`src/rtl/mem_arbiter_pkg.sv`:
```
// Shared types for the instruction/data RAM arbiter: RAM handshake states,
// the machine word and the arbiter FSM encoding.
package mem_arbiter_pkg;

   localparam int unsigned WORD_W         = 32;
   localparam int unsigned STARVE_MAX_DEF = 4;

   typedef logic [WORD_W-1:0] word_t;

   // RAM handshake as reported by the memory controller
   typedef enum logic [1:0] {
      FREE   = 2'd0,
      BUSY   = 2'd1,
      ACCESS = 2'd2,
      ERROR  = 2'd3
   } ramstate_t;

   // Arbiter ownership of the single RAM port
   typedef enum logic [1:0] {
      IDLE  = 2'd0,
      GNT_I = 2'd1,
      GNT_D = 2'd2
   } arb_state_t;

endpackage : mem_arbiter_pkg

```
`src/rtl/mem_arbiter.sv`:
```
// mem_arbiter: shares one single-ported RAM between instruction fetch and data
// access. One requester is granted at a time and holds the port until the RAM
// reports ACCESS. Data wins ties, but after STARVE_MAX consecutive data grants
// with a fetch pending the next grant goes to fetch.
//
// Ports
//   CLK, nRST                 clock (rising edge), async active-low reset
//   iREN, iaddr               fetch request and word address
//   iwait, iload              fetch stall (0 only in completing cycle), fetched word
//   dREN, dWEN, daddr, dstore data request (write wins if both), address, write data
//   dwait, dload              data stall (0 only in completing cycle), read data
//   halt                      blocks new fetch grants; data still served
//   ramREN, ramWEN            RAM strobes
//   ramaddr, ramstore         RAM address and write data
//   ramload, ramstate         RAM read data and handshake state
module mem_arbiter
   import mem_arbiter_pkg::*;
#(
   parameter int unsigned STARVE_MAX = STARVE_MAX_DEF
) (
   input  logic      CLK,
   input  logic      nRST,
   input  logic      iREN,
   input  word_t     iaddr,
   output logic      iwait,
   output word_t     iload,
   input  logic      dREN,
   input  logic      dWEN,
   input  word_t     daddr,
   input  word_t     dstore,
   output logic      dwait,
   output word_t     dload,
   input  logic      halt,
   output logic      ramREN,
   output logic      ramWEN,
   output word_t     ramaddr,
   output word_t     ramstore,
   input  word_t     ramload,
   input  ramstate_t ramstate
);

   localparam int unsigned CNT_W = $clog2(STARVE_MAX + 1);

   arb_state_t       state_q, state_d;
   logic [CNT_W-1:0] cnt_q, cnt_d;
   word_t            addr_q, addr_d;
   word_t            data_q, data_d;
   logic             wen_q, wen_d;
   logic             retry_q, retry_d;

   logic             d_req;
   logic             cnt_ok;

   // State, latched access and starvation counter
   always_ff @(posedge CLK or negedge nRST) begin
      if (!nRST) begin
         state_q <= IDLE;
         cnt_q   <= '0;
         addr_q  <= '0;
         data_q  <= '0;
         wen_q   <= 1'b0;
         retry_q <= 1'b0;
      end else begin
         state_q <= state_d;
         cnt_q   <= cnt_d;
         addr_q  <= addr_d;
         data_q  <= data_d;
         wen_q   <= wen_d;
         retry_q <= retry_d;
      end
   end

   // Grant selection, RAM drive and requester handshake
   always_comb begin
      state_d  = state_q;
      cnt_d    = cnt_q;
      addr_d   = addr_q;
      data_d   = data_q;
      wen_d    = wen_q;
      retry_d  = 1'b0;
      iwait    = 1'b1;
      dwait    = 1'b1;
      iload    = '0;
      dload    = '0;
      ramREN   = 1'b0;
      ramWEN   = 1'b0;
      ramaddr  = '0;
      ramstore = '0;

      d_req  = dREN | dWEN;
      cnt_ok = (cnt_q < CNT_W'(STARVE_MAX));

      unique case (state_q)
         IDLE: begin
            if (d_req && (cnt_ok || !iREN || halt)) begin
               state_d = GNT_D;
               addr_d  = daddr;
               data_d  = dstore;
               wen_d   = dWEN;
               // Only data grants that bypass a live fetch count toward starvation
               if (iREN && !halt) begin
                  if (cnt_ok) begin
                     cnt_d = cnt_q + CNT_W'(1);
                  end
               end else if (!iREN) begin
                  cnt_d = '0;
               end
            end else if (iREN && !halt) begin
               state_d = GNT_I;
               addr_d  = iaddr;
               data_d  = '0;
               wen_d   = 1'b0;
               cnt_d   = '0;
            end else if (!iREN) begin
               cnt_d = '0;
            end
         end

         GNT_I, GNT_D: begin
            ramaddr  = addr_q;
            ramstore = data_q;
            // retry_q marks the one-cycle strobe gap after an ERROR; RAM status is ignored then
            if (!retry_q) begin
               ramREN = !wen_q;
               ramWEN = wen_q;
               if (ramstate == ACCESS) begin
                  state_d = IDLE;
                  if (state_q == GNT_I) begin
                     iwait = 1'b0;
                     iload = ramload;
                  end else begin
                     dwait = 1'b0;
                     dload = wen_q ? '0 : ramload;
                  end
               end else if (ramstate == ERROR) begin
                  retry_d = 1'b1;
               end
            end
         end

         default: begin
            state_d = IDLE;
         end
      endcase
   end

endmodule : mem_arbiter

```
`config.mk`:
```
export PLATFORM = sky130hd
export DESIGN_NAME = mem_arbiter
export DESIGN_NICKNAME = d
export VERILOG_FILES = /design/src/rtl/mem_arbiter_pkg.sv /design/src/rtl/mem_arbiter.sv
export SDC_FILE = /design/constraint.sdc
export NUM_CORES = 1
export LEC_CHECK = 0
export BUFFER_PORTS_ARGS = -buffer_cell sky130_fd_sc_hd__buf_2
export CAP_MARGIN = 0
export CELL_PAD_IN_SITES_DETAIL_PLACEMENT = 1
export CELL_PAD_IN_SITES_GLOBAL_PLACEMENT = 1
export CORE_ASPECT_RATIO = 1.4
export CORE_MARGIN = 2
export CORE_UTILIZATION = 31
export DETAILED_ROUTE_END_ITERATION = 10
export PLACE_DENSITY = 0.89
export SLEW_MARGIN = 10
export SYNTH_ARGS = -nofsm -noshare
export SYNTH_HDL_FRONTEND = slang
export SYNTH_SLANG_ARGS = --single-unit
```
`constraint.sdc`:
```
create_clock -name CLK -period 2.3 [get_ports CLK]
set_input_delay 0.46 -clock CLK [delete_from_list [all_inputs] [get_ports CLK]]
set_output_delay 0.46 -clock CLK [all_outputs]
set_load 0.05 [all_outputs]
```
==> impl_metrics.ini <==
[global_routing]
grt_max_degree = 39
grt_usage_pct = 25.3
grt_pass1_wl_um = 30100
grt_overflow_total = 0
antenna_found_initial = 8
grt_pass1_vias = 5065

[route]
vias_per_cell = 5.37
drtIter0Drc = 194
routedWlPerCell_um = 24.0
ant_nets = 0
vias = 4861
drcViolationCount = 0
drt_pre_antenna_iters = 4
wl_um = 21700

[clock_network]
numCtsBuffers = 9
cts.sinks = 71
htreeDepth = 3
clock_latency_ps = 340
clk_pin_slew_worst_paths_ps = 60
cts_buffer_depth = 2
cts-root-buf = clkbuf_16
tritoncts = built

[yosys]
yosys.area.top_type_share_pct = 39.8
synth_edf_count = 0
synth_xor_area_share_pct = 0
ys_ff_latch = 71
yosys.cell_types.count = 33
synthArstFlopShare_pct = 100
synth_commonest_cells = and2_1, dfrtp_1, o21ai_0, a22o_1, clkbuf_1
synth_most_common_cell = and2_1
synth.area.top_cells = dfrtp_1, and2_1, o21ai_0
synth_top_cell_by_area = dfrtp_1
synthSimpleGateAreaFrac_pct = 21.3
ys_warn_count = 0
yosysSeqAreaShare_pct = 39.8
synth_top_family_by_area = compound AO/OA/AOI/OAI gates
yosys.area_share.adder_pct = 0.841
muxShareOfSynthArea_pct = 0
avgSynthCellArea_sq_um = 9.83
synthesis.area_sq_um = 4460
syn_nets = 593
synth_flop_cell = dfrtp_1
synth-compound-area-share_pct = 30.8
synthCells = 454

[place]
placedCellCount = 870
place.gp.congestion = 0.782
port_buffers = 267
dpl.hpwl_um = 13000
dp_slack_ps = 15.5

[layout]
fin_cells = 905
final_layout_size_suffix_gt1_share_pct = 56.3
nNetsFinal = 848
utilization_pct = 52.6
n_fill_cell = 1593
syn2layout_area_growth_pct = 64.6

[sta]
finalHoldViolCount = 0
rsz0062_at_grt = yes
fmaxAchievable_ghz = 0.390
slew_violations = 0
worst_slack_ps = -263
tightest_slew_ps = 898
tns_ps = -14210
fin_crit_sh_pct = 111
setup_viol = 76
slew_headroom_pct = 39.9
finalCriticalPeriod_ps = 2560
whs_ps = 111
finalClockSkew_ps = 12.9

[worst_setup_path]
cp.arrival_ps = 2100
crit_path_end = dload[19]
crit_path_start_kind = register
startpoint = state_q[0]
worst_ep_required_time_ps = 1840
cp_max_fo = 8
rrSetupSlack_ps = 480
worstReg2RegStart = state_q[0]
r2r_end = data_q[16]
crit_path_end_kind = primary output
worstSetupPathType = reg -> out
reg2reg_depth = 5

[floorplan]
start_util_pct = 31.9
core_area_sq_um = 14000
rows = 51
die-width_um = 105
fp.dieH_um = 146
io_pins = 268
die_area_sq_um = 15400

[power]
peakVddDrop_uv = 645
p_leak_nw = 3.52
p_per_area_nw_per_um2 = 1520

[worst_hold_path]
hold_class = in -> async

[run]
drv_cap = 0

[status]
status = finished with violations
violations = negative setup slack
-- layer usage --
| metal | global-route usage [%] | routed length, um | vias up |
|---|---|---|---|
| li1 | - | - | 2164 |
| met1 | 26.6 | 7930 | 2393 |
| met2 | 43.6 | 10900 | 246 |
| met3 | 10.7 | 1860 | 56 |
| met4 | 11.4 | 1020 | 2 |
| met5 | 0 | 10 | - |
-- where the power goes --
group | internal [W] | switching, W
Clock | 0.000966 | 0.000596
Sequential | 0.00186 | 0.000364
Combinational | 0.00246 | 0.00492
-- state kept, by name, summed over array words and instances (netlist names) --
name	flops
cnt_q	3
addr_q	32
wen_q	1
state_q	2
retry_q	1
data_q	32
-- critical path: stages, from the launching register on --
cell and delay [ps]:
dfrtp_1 360, inv_2 60, ha_4 300, nand2b_4 70, nor4_4 310, buf_4 210
clkbuf_16 160, and2_4 160, buf_8 140
-- placed cells by master (no fill, tap or decap), types with 2 or more instances in the layout --
master / instances
ha_4: 2
and2_1: 64
a2bb2oi_1: 29
buf_12: 6
o221a_1: 27
diode_2: 6
nand2_1: 3
bufinv_16: 2
a22o_1: 34
o221a_2: 5
buf_8: 64
and2_4: 64
clkinvlp_4: 2
inv_2: 2
buf_2: 200
dfrtp_1: 71
a2bb2oi_2: 3
a32o_1: 4
a21boi_0: 2
clkbuf_16: 13
o21ai_0: 64
inv_1: 2
nor2_1: 5
nand2b_1: 2
buf_4: 20
inv_6: 2
nand2b_4: 2
-- cells by family after synthesis --
group,Yosys count
flip-flops,71
buffers and inverters,57
AO/OA/AOI/OAI,172
AND/OR/NAND/NOR,151
adder cells (fa/ha/maj),3
-- layout make-up --
cell class	instances	area [sq um]	area share [%]
multi-input combinational	326	2600	35.3
timing repair buffer	296	2380	32.3
sequential	71	1780	24.2
tap	185	231	3.15
clock buffer	9	225	3.07
clock inverter	7	104	1.41
inverter	5	21.3	0.290
antenna	6	15.0	0.204
-- what timing repair did --
action,4_1_cts,5_1_grt
resized for setup,181,86
endpoints found under the setup margin,102,125
endpoints found under the hold margin,0,0
hold buffers,0,0
buffers inserted,2,5
gates cloned,2,5
pin swaps,16,30
-- how the worst min path moves through the flow --
stage,from,endpoint,slack [ps],cells after the start
finish,nRST,addr_q[1],110,1
global route,nRST,addr_q[1],150,1
CTS,nRST,addr_q[26],130,1
detailed placement,data_q[7],data_q[7],480,1
global placement,nRST,addr_q[1],480,1
floorplan,nRST,addr_q[0],160,0
-- per-stage QoR --
| stage | total power (W) | cell area, sq um |
|---|---|---|
| finish | 0.0112 | 7350 |
| global route | 0.0117 | 7340 |
| CTS | 0.0110 | 6920 |
| detailed placement | 0.00903 | 5950 |
| global placement | 0.00892 | 5950 |
| floorplan | 0.00740 | 4460 |
No activity file was read; power rests on OpenSTA's default activity.
